$ cat config.mk
export PLATFORM = sky130hd
export DESIGN_NAME = avr_dmem_arbiter_flat
export DESIGN_NICKNAME = d
export VERILOG_FILES = /design/src/rtl/avr_dmem_arbiter_if.sv /design/src/rtl/avr_dmem_arbiter.sv /design/src/flat_wrapper.sv
export SDC_FILE = /design/constraint.sdc
export NUM_CORES = 1
export LEC_CHECK = 0
export BUFFER_PORTS_ARGS = -buffer_cell sky130_fd_sc_hd__buf_4
export CORE_AREA = 2 2 66 68
export CTS_CLUSTER_SIZE = 25
export DETAILED_ROUTE_END_ITERATION = 12
export DIE_AREA = 0 0 68 70
export HOLD_SLACK_MARGIN = 0.05
export PLACE_DENSITY = 0.76
export SYNTH_ARGS = -nofsm -noshare
export SYNTH_HDL_FRONTEND = slang
export SYNTH_SLANG_ARGS = --single-unit
$ cat constraint.sdc
create_clock -name CLK -period 1.35 [get_ports CLK]
set_clock_uncertainty 0.15 [all_clocks]
set_input_delay 0.0675 -clock CLK [delete_from_list [all_inputs] [get_ports CLK]]
set_output_delay 0.0675 -clock CLK [all_outputs]
set_load 0.02 [all_outputs]
$ cat src/rtl/avr_dmem_arbiter_if.sv
// Data-memory bus bundle shared by the AVR core port, the secondary master port and the SRAM port.
// The arbiter takes the slave view; the environment (core, secondary master, SRAM) takes the master view.
interface avr_dmem_arbiter_if #(
    parameter int ADDR_W = 16,
    parameter int DATA_W = 8
);
    logic              cpu_req;
    logic              cpu_we;
    logic [ADDR_W-1:0] cpu_addr;
    logic [DATA_W-1:0] cpu_wdata;
    logic [DATA_W-1:0] cpu_rdata;
    logic              cpu_stall;

    logic              ext_req;
    logic              ext_we;
    logic [ADDR_W-1:0] ext_addr;
    logic [DATA_W-1:0] ext_wdata;
    logic              ext_gnt;
    logic [DATA_W-1:0] ext_rdata;
    logic              ext_rvalid;

    logic              mem_en;
    logic              mem_we;
    logic [ADDR_W-1:0] mem_addr;
    logic [DATA_W-1:0] mem_wdata;
    logic [DATA_W-1:0] mem_rdata;

    modport slave (
        input  cpu_req, cpu_we, cpu_addr, cpu_wdata,
        output cpu_rdata, cpu_stall,
        input  ext_req, ext_we, ext_addr, ext_wdata,
        output ext_gnt, ext_rdata, ext_rvalid,
        output mem_en, mem_we, mem_addr, mem_wdata,
        input  mem_rdata
    );

    modport master (
        output cpu_req, cpu_we, cpu_addr, cpu_wdata,
        input  cpu_rdata, cpu_stall,
        output ext_req, ext_we, ext_addr, ext_wdata,
        input  ext_gnt, ext_rdata, ext_rvalid,
        input  mem_en, mem_we, mem_addr, mem_wdata,
        output mem_rdata
    );
endinterface

$ cat src/rtl/avr_dmem_arbiter.sv
// Single-port data SRAM arbiter: AVR core has priority, secondary master gets idle cycles.
// Define AVR_ARB_FAIR_EN to add the starvation guard that forces bounded secondary bursts.
module avr_dmem_arbiter #(
    parameter int ADDR_W     = 16,
    parameter int DATA_W     = 8,
    parameter int STARVE_MAX = 8,
    parameter int EXT_BURST  = 4
) (
    input  logic               CLK,
    input  logic               RST,
    avr_dmem_arbiter_if.slave  bus
);
    localparam logic [1:0] ST_IDLE = 2'd0;
    localparam logic [1:0] ST_CPU  = 2'd1;
    localparam logic [1:0] ST_EXT  = 2'd2;

    logic [1:0]        state_q, state_d;
    logic              rd_pend_q, rd_pend_d;
    logic [DATA_W-1:0] cpu_hold_q, cpu_hold_d;
    logic [DATA_W-1:0] ext_hold_q, ext_hold_d;

    logic              ext_win;
    logic              cpu_gnt;
    logic              ext_gnt;
    logic [1:0]        rd_owner;
    logic              cpu_ret;
    logic              ext_ret;

`ifdef AVR_ARB_FAIR_EN
    localparam int SW = $clog2(STARVE_MAX + 1);
    localparam int BW = $clog2(EXT_BURST + 1);
    localparam logic [SW-1:0] STARVE_TOP = SW'(STARVE_MAX);
    localparam logic [BW-1:0] BURST_TOP  = BW'(EXT_BURST);

    logic [SW-1:0] starve_q, starve_d;
    logic [BW-1:0] burst_q, burst_d;

    function automatic logic [SW-1:0] sat_inc(input logic [SW-1:0] cnt);
        return (cnt == STARVE_TOP) ? cnt : cnt + SW'(1);
    endfunction

    // A forced burst continues only while it was started by the starvation guard
    always_comb begin
        ext_win = bus.ext_req &&
                  (!bus.cpu_req ||
                   (starve_q == STARVE_TOP) ||
                   (state_q == ST_EXT && burst_q != '0 && burst_q < BURST_TOP));
    end
`else
    always_comb begin
        ext_win = bus.ext_req && !bus.cpu_req;
    end
`endif

    always_comb begin
        cpu_gnt = !RST && bus.cpu_req && !ext_win;
        ext_gnt = !RST && ext_win;

        bus.mem_en    = cpu_gnt || ext_gnt;
        bus.mem_we    = 1'b0;
        bus.mem_addr  = '0;
        bus.mem_wdata = '0;
        if (cpu_gnt) begin
            bus.mem_we    = bus.cpu_we;
            bus.mem_addr  = bus.cpu_addr;
            bus.mem_wdata = bus.cpu_wdata;
        end else if (ext_gnt) begin
            bus.mem_we    = bus.ext_we;
            bus.mem_addr  = bus.ext_addr;
            bus.mem_wdata = bus.ext_wdata;
        end

        bus.cpu_stall = !RST && bus.cpu_req && !cpu_gnt;
        bus.ext_gnt   = ext_gnt;

        state_d   = cpu_gnt ? ST_CPU : (ext_gnt ? ST_EXT : ST_IDLE);
        rd_pend_d = (cpu_gnt && !bus.cpu_we) || (ext_gnt && !bus.ext_we);

        // Read tag is the previous owner qualified by "that access was a read"
        rd_owner = rd_pend_q ? state_q : ST_IDLE;
        cpu_ret  = !RST && (rd_owner == ST_CPU);
        ext_ret  = !RST && (rd_owner == ST_EXT);

        cpu_hold_d = cpu_ret ? bus.mem_rdata : cpu_hold_q;
        ext_hold_d = ext_ret ? bus.mem_rdata : ext_hold_q;

        bus.cpu_rdata  = RST ? '0 : cpu_hold_d;
        bus.ext_rdata  = RST ? '0 : ext_hold_d;
        bus.ext_rvalid = ext_ret;
    end

`ifdef AVR_ARB_FAIR_EN
    always_comb begin
        starve_d = (!bus.ext_req || ext_gnt) ? '0 : sat_inc(starve_q);
        burst_d  = burst_q;
        if (!bus.cpu_req || cpu_gnt) begin
            burst_d = '0;
        end else if (ext_gnt) begin
            burst_d = burst_q + BW'(1);
        end
    end

    always_ff @(posedge CLK) begin
        if (RST) begin
            starve_q <= '0;
            burst_q  <= '0;
        end else begin
            starve_q <= starve_d;
            burst_q  <= burst_d;
        end
    end
`endif

    always_ff @(posedge CLK) begin
        if (RST) begin
            state_q    <= ST_IDLE;
            rd_pend_q  <= 1'b0;
            cpu_hold_q <= '0;
            ext_hold_q <= '0;
        end else begin
            state_q    <= state_d;
            rd_pend_q  <= rd_pend_d;
            cpu_hold_q <= cpu_hold_d;
            ext_hold_q <= ext_hold_d;
        end
    end
endmodule
$ cat src/flat_wrapper.sv
// flat-port wrapper written by rule: the top's interface ports become plain ports
module avr_dmem_arbiter_flat 
#(
    parameter int ADDR_W     = 16,
    parameter int DATA_W     = 8,
    parameter int STARVE_MAX = 8,
    parameter int EXT_BURST  = 4
)
  (CLK, RST, bus_cpu_req, bus_cpu_we, bus_cpu_addr, bus_cpu_wdata, bus_cpu_rdata, bus_cpu_stall, bus_ext_req, bus_ext_we, bus_ext_addr, bus_ext_wdata, bus_ext_gnt, bus_ext_rdata, bus_ext_rvalid, bus_mem_en, bus_mem_we, bus_mem_addr, bus_mem_wdata, bus_mem_rdata);
  avr_dmem_arbiter_if #(.ADDR_W(ADDR_W), .DATA_W(DATA_W)) bus_i ();
  input  logic CLK;
  input  logic RST;
  input wire logic [$bits(bus_i.cpu_req)-1:0] bus_cpu_req;
  input wire logic [$bits(bus_i.cpu_we)-1:0] bus_cpu_we;
  input wire logic [$bits(bus_i.cpu_addr)-1:0] bus_cpu_addr;
  input wire logic [$bits(bus_i.cpu_wdata)-1:0] bus_cpu_wdata;
  output wire logic [$bits(bus_i.cpu_rdata)-1:0] bus_cpu_rdata;
  output wire logic [$bits(bus_i.cpu_stall)-1:0] bus_cpu_stall;
  input wire logic [$bits(bus_i.ext_req)-1:0] bus_ext_req;
  input wire logic [$bits(bus_i.ext_we)-1:0] bus_ext_we;
  input wire logic [$bits(bus_i.ext_addr)-1:0] bus_ext_addr;
  input wire logic [$bits(bus_i.ext_wdata)-1:0] bus_ext_wdata;
  output wire logic [$bits(bus_i.ext_gnt)-1:0] bus_ext_gnt;
  output wire logic [$bits(bus_i.ext_rdata)-1:0] bus_ext_rdata;
  output wire logic [$bits(bus_i.ext_rvalid)-1:0] bus_ext_rvalid;
  output wire logic [$bits(bus_i.mem_en)-1:0] bus_mem_en;
  output wire logic [$bits(bus_i.mem_we)-1:0] bus_mem_we;
  output wire logic [$bits(bus_i.mem_addr)-1:0] bus_mem_addr;
  output wire logic [$bits(bus_i.mem_wdata)-1:0] bus_mem_wdata;
  input wire logic [$bits(bus_i.mem_rdata)-1:0] bus_mem_rdata;
  assign bus_i.cpu_req = bus_cpu_req;
  assign bus_i.cpu_we = bus_cpu_we;
  assign bus_i.cpu_addr = bus_cpu_addr;
  assign bus_i.cpu_wdata = bus_cpu_wdata;
  assign bus_cpu_rdata = bus_i.cpu_rdata;
  assign bus_cpu_stall = bus_i.cpu_stall;
  assign bus_i.ext_req = bus_ext_req;
  assign bus_i.ext_we = bus_ext_we;
  assign bus_i.ext_addr = bus_ext_addr;
  assign bus_i.ext_wdata = bus_ext_wdata;
  assign bus_ext_gnt = bus_i.ext_gnt;
  assign bus_ext_rdata = bus_i.ext_rdata;
  assign bus_ext_rvalid = bus_i.ext_rvalid;
  assign bus_mem_en = bus_i.mem_en;
  assign bus_mem_we = bus_i.mem_we;
  assign bus_mem_addr = bus_i.mem_addr;
  assign bus_mem_wdata = bus_i.mem_wdata;
  assign bus_i.mem_rdata = bus_mem_rdata;
  avr_dmem_arbiter #(.ADDR_W(ADDR_W), .DATA_W(DATA_W), .STARVE_MAX(STARVE_MAX), .EXT_BURST(EXT_BURST)) u_core (.CLK(CLK), .RST(RST), .bus(bus_i));
endmodule
==> flow_summary.json <==
{
  "synth_area_sq_mm": 0.00135,
  "crit_buf_inv": 2,
  "startpoint": "u_core.state_q[1]",
  "rows": 24,
  "drc": 0,
  "start_util_pct": 32.7,
  "drtIter0Drc": 56,
  "antenna_found_initial": 0,
  "yosys.area_share.simple_pct": 38.3,
  "cp_top_family": "flip-flops",
  "power.density_mw_per_mm2": 598,
  "design_area_sq_mm": 0.00245,
  "syn_to_final_growth_pct": 81.0,
  "place_congestion": 0.714,
  "synth-compound-area-share_pct": 9.61,
  "viasPerCell": 4.61,
  "ioPinCount": 107,
  "violations": "negative setup slack",
  "first_global_vias": 1396,
  "rrSetupSlack_ns": -0.05,
  "critPathKind": "flip-flop to output port",
  "ir_worst_vdd_uv": 263,
  "switching_power_mw": 0.407,
  "p_sw_share_pct": 27.8,
  "port_buffers": 105,
  "rsz0062_at_grt": "true",
  "drtPass1Iterations": 5,
  "syn_inst": 164,
  "grt_max_degree": 33,
  "clock-sinks": 19,
  "die_x_microns": 68,
  "clockBufferDepth": 2,
  "synthMuxAreaShare_pct": 11.8,
  "dp_slack_ns": -0.0542,
  "clk_latency_ns": 0.25,
  "synth_top_family_by_area": "simple AND/OR/NAND/NOR gates",
  "fmax_mhz": 622,
  "drive_gt1_share_pct": 50.2,
  "ctsRootBufferMaster": "clkbuf_8",
  "diodes": 0,
  "max_stage_delay_ns": 0.31,
  "grt_pass1_wl_microns": 6350,
  "die_h_microns": 70,
  "seq_power_share_pct": 39.2,
  "routed_wl_microns": 4160,
  "end_kind": "output port",
  "core-area_sq_mm": 0.00414,
  "htree_levels": 1,
  "grt_overflow": 0,
  "ys_ff_latch": 19,
  "fin_crit_sh_pct": 119,
  "syn-num-nets": 226,
  "synth_warnings": 0,
  "hpwl_microns": 2960,
  "critPathSlowestCell": "dfxtp_1",
  "grt_usage_pct": 16.8,
  "synth_fa_ha_area_share_pct": 0,
  "synth_seq_area_share_pct": 28.1,
  "synth.area.top_cells": "dfxtp_1 (28%), nand3b_1 (14%), mux2i_1 (12%)",
  "synth_top_area_cell": "dfxtp_1",
  "fillers": 377,
  "period_minus_slack_ns": 1.61,
  "outcome": "finished, violations left",
  "syn_avg_cell_area_sq_um": 8.25,
  "drv_slew": 0,
  "maxCapViolations": 0,
  "synth_xor_xnor_area_share_pct": 0,
  "crit_chain": "and3b_2 > buf_12 > mux2i_4 > buf_6",
  "setup_slack_ns": -0.257,
  "die_area_sq_mm": 0.00476,
  "hold_viol_final": 0,
  "p_leak_nw": 1.11,
  "avgRoutedWirePerCell_microns": 12.8,
  "clockPowerShare_pct": 26.1,
  "tritoncts": "built",
  "holdCritStartpoint": "bus_cpu_req",
  "required_ns": 1.13,
  "internal-power_mw": 1.06,
  "pwr-share-comb_pct": 34.8,
  "final_nets": 336,
  "setup_viol": 18,
  "ant_nets": 0,
  "start_kind": "flip-flop",
  "cp_max_fo": 6,
  "vias": 1499,
  "clkTransAtPathRegs_ns": 0.07,
  "crit_arrival_ns": 1.39,
  "regToRegStartpoint": "u_core.state_q[1]",
  "cts_buffers": 3,
  "placed_cell_area_sq_mm": 0.00215,
  "yosys.area.top_type_share_pct": 28.1,
  "yosysUniqueCellTypes": 16,
  "hold_path_class": "input pin to flip-flop"
}
-- cells in the final DEF (no fill, tap or decap) --
cell and n:
nand3b_4 1, buf_4 104, a21oi_1 26, dfxtp_1 19
mux2i_4 9, dlygate4sd3_1 5, mux2i_1 5, clkbuf_8 3
nand2_1 25, nand2b_1 25, nor2_2 1, nor3b_2 2
conb_1 1, nand3b_1 25, nor2_1 2, mux2i_2 2
buf_6 10, or3b_1 1, nor2b_1 1, clkbuf_1 1
buf_12 4, and3b_2 1
-- Yosys cell counts --
master    instances
nor2_1            3
nor2b_1           1
nand3b_4          1
buf_6             9
buf_4             6
mux2i_1          16
or3b_1            1
nand2b_1         25
nand3b_1         25
a21oi_1          26
conb_1            1
buf_2             3
nand2_1          25
dfxtp_1          19
nor3b_2           2
and3b_1           1
-- area by class of cell --
class	count	area [sq um]	area share, %
clock buffers	4	45.0	1.84
flip-flops and latches	19	380	15.5
repair buffers	123	1020	41.8
multi-input cells	127	936	38.2
well taps	52	65.1	2.66
-- through the flow --
step | hold slack, ns | setup TNS [ns] | utilization, % | power [mW] | cells
floorplan | 0.0930 | -0.428 | - | 0.836 | 164
global placement | 0.235 | 0 | 51.8 | 1.05 | 310
detailed placement | 0.231 | -0.150 | 51.8 | 1.06 | 310
CTS | 0.0124 | -3.23 | 56.4 | 1.47 | 323
global route | 0.0672 | -4.66 | 59.1 | 1.56 | 325
finish | 0.0581 | -3.17 | 59.1 | 1.47 | 325
-- metal layers --
layer | share of wire (%) | vias up | global-route usage, %
met3 | 11 | 2 | 5.31
met5 | 0 | - | 0
li1 | - | 765 | -
met4 | 0.36 | 0 | 2.67
met2 | 49 | 78 | 30.3
met1 | 39 | 654 | 19.1
-- worst paths after layout --
kind | endpoint | cells after the start
max | bus_cpu_rdata[0] | 4
min | u_core.state_q[1] | 2
max reg2reg | u_core.cpu_hold_q[1] | 5
min reg2reg | u_core.ext_hold_q[3] | 2
-- what timing repair did --
| item | 4_1_cts | 5_1_grt |
|---|---|---|
| setup endpoints to repair | 17 | 19 |
| hold buffers | 5 | 0 |
| buffers inserted | 4 | 2 |
| resized for setup | 15 | 17 |
| hold endpoints to repair | 12 | 0 |
-- power groups by stage --
stage          Combinational, mW  Clock [mW]  Sequential, mW
6_report                   0.510       0.382           0.574
3_5_place_dp               0.474           0           0.587
4_1_cts                    0.497       0.397           0.574
3_3_place_gp               0.469           0           0.586
5_1_grt                    0.550       0.434           0.575
2_1_floorplan              0.250           0           0.586
-- flip-flops by register name, summed over array words and instances (netlist names) --
name,flops
u_core.state_q,2
u_core.ext_hold_q,8
u_core.cpu_hold_q,8
u_core.rd_pend_q,1
-- cells by family after synthesis --
family / Yosys count
DFF: 19
AOI/OAI and AO/OA: 26
buffers and inverters: 18
and+or+nand+nor: 84
muxes: 16
other: 1
Note: power is estimated with default switching activity, not from simulation.
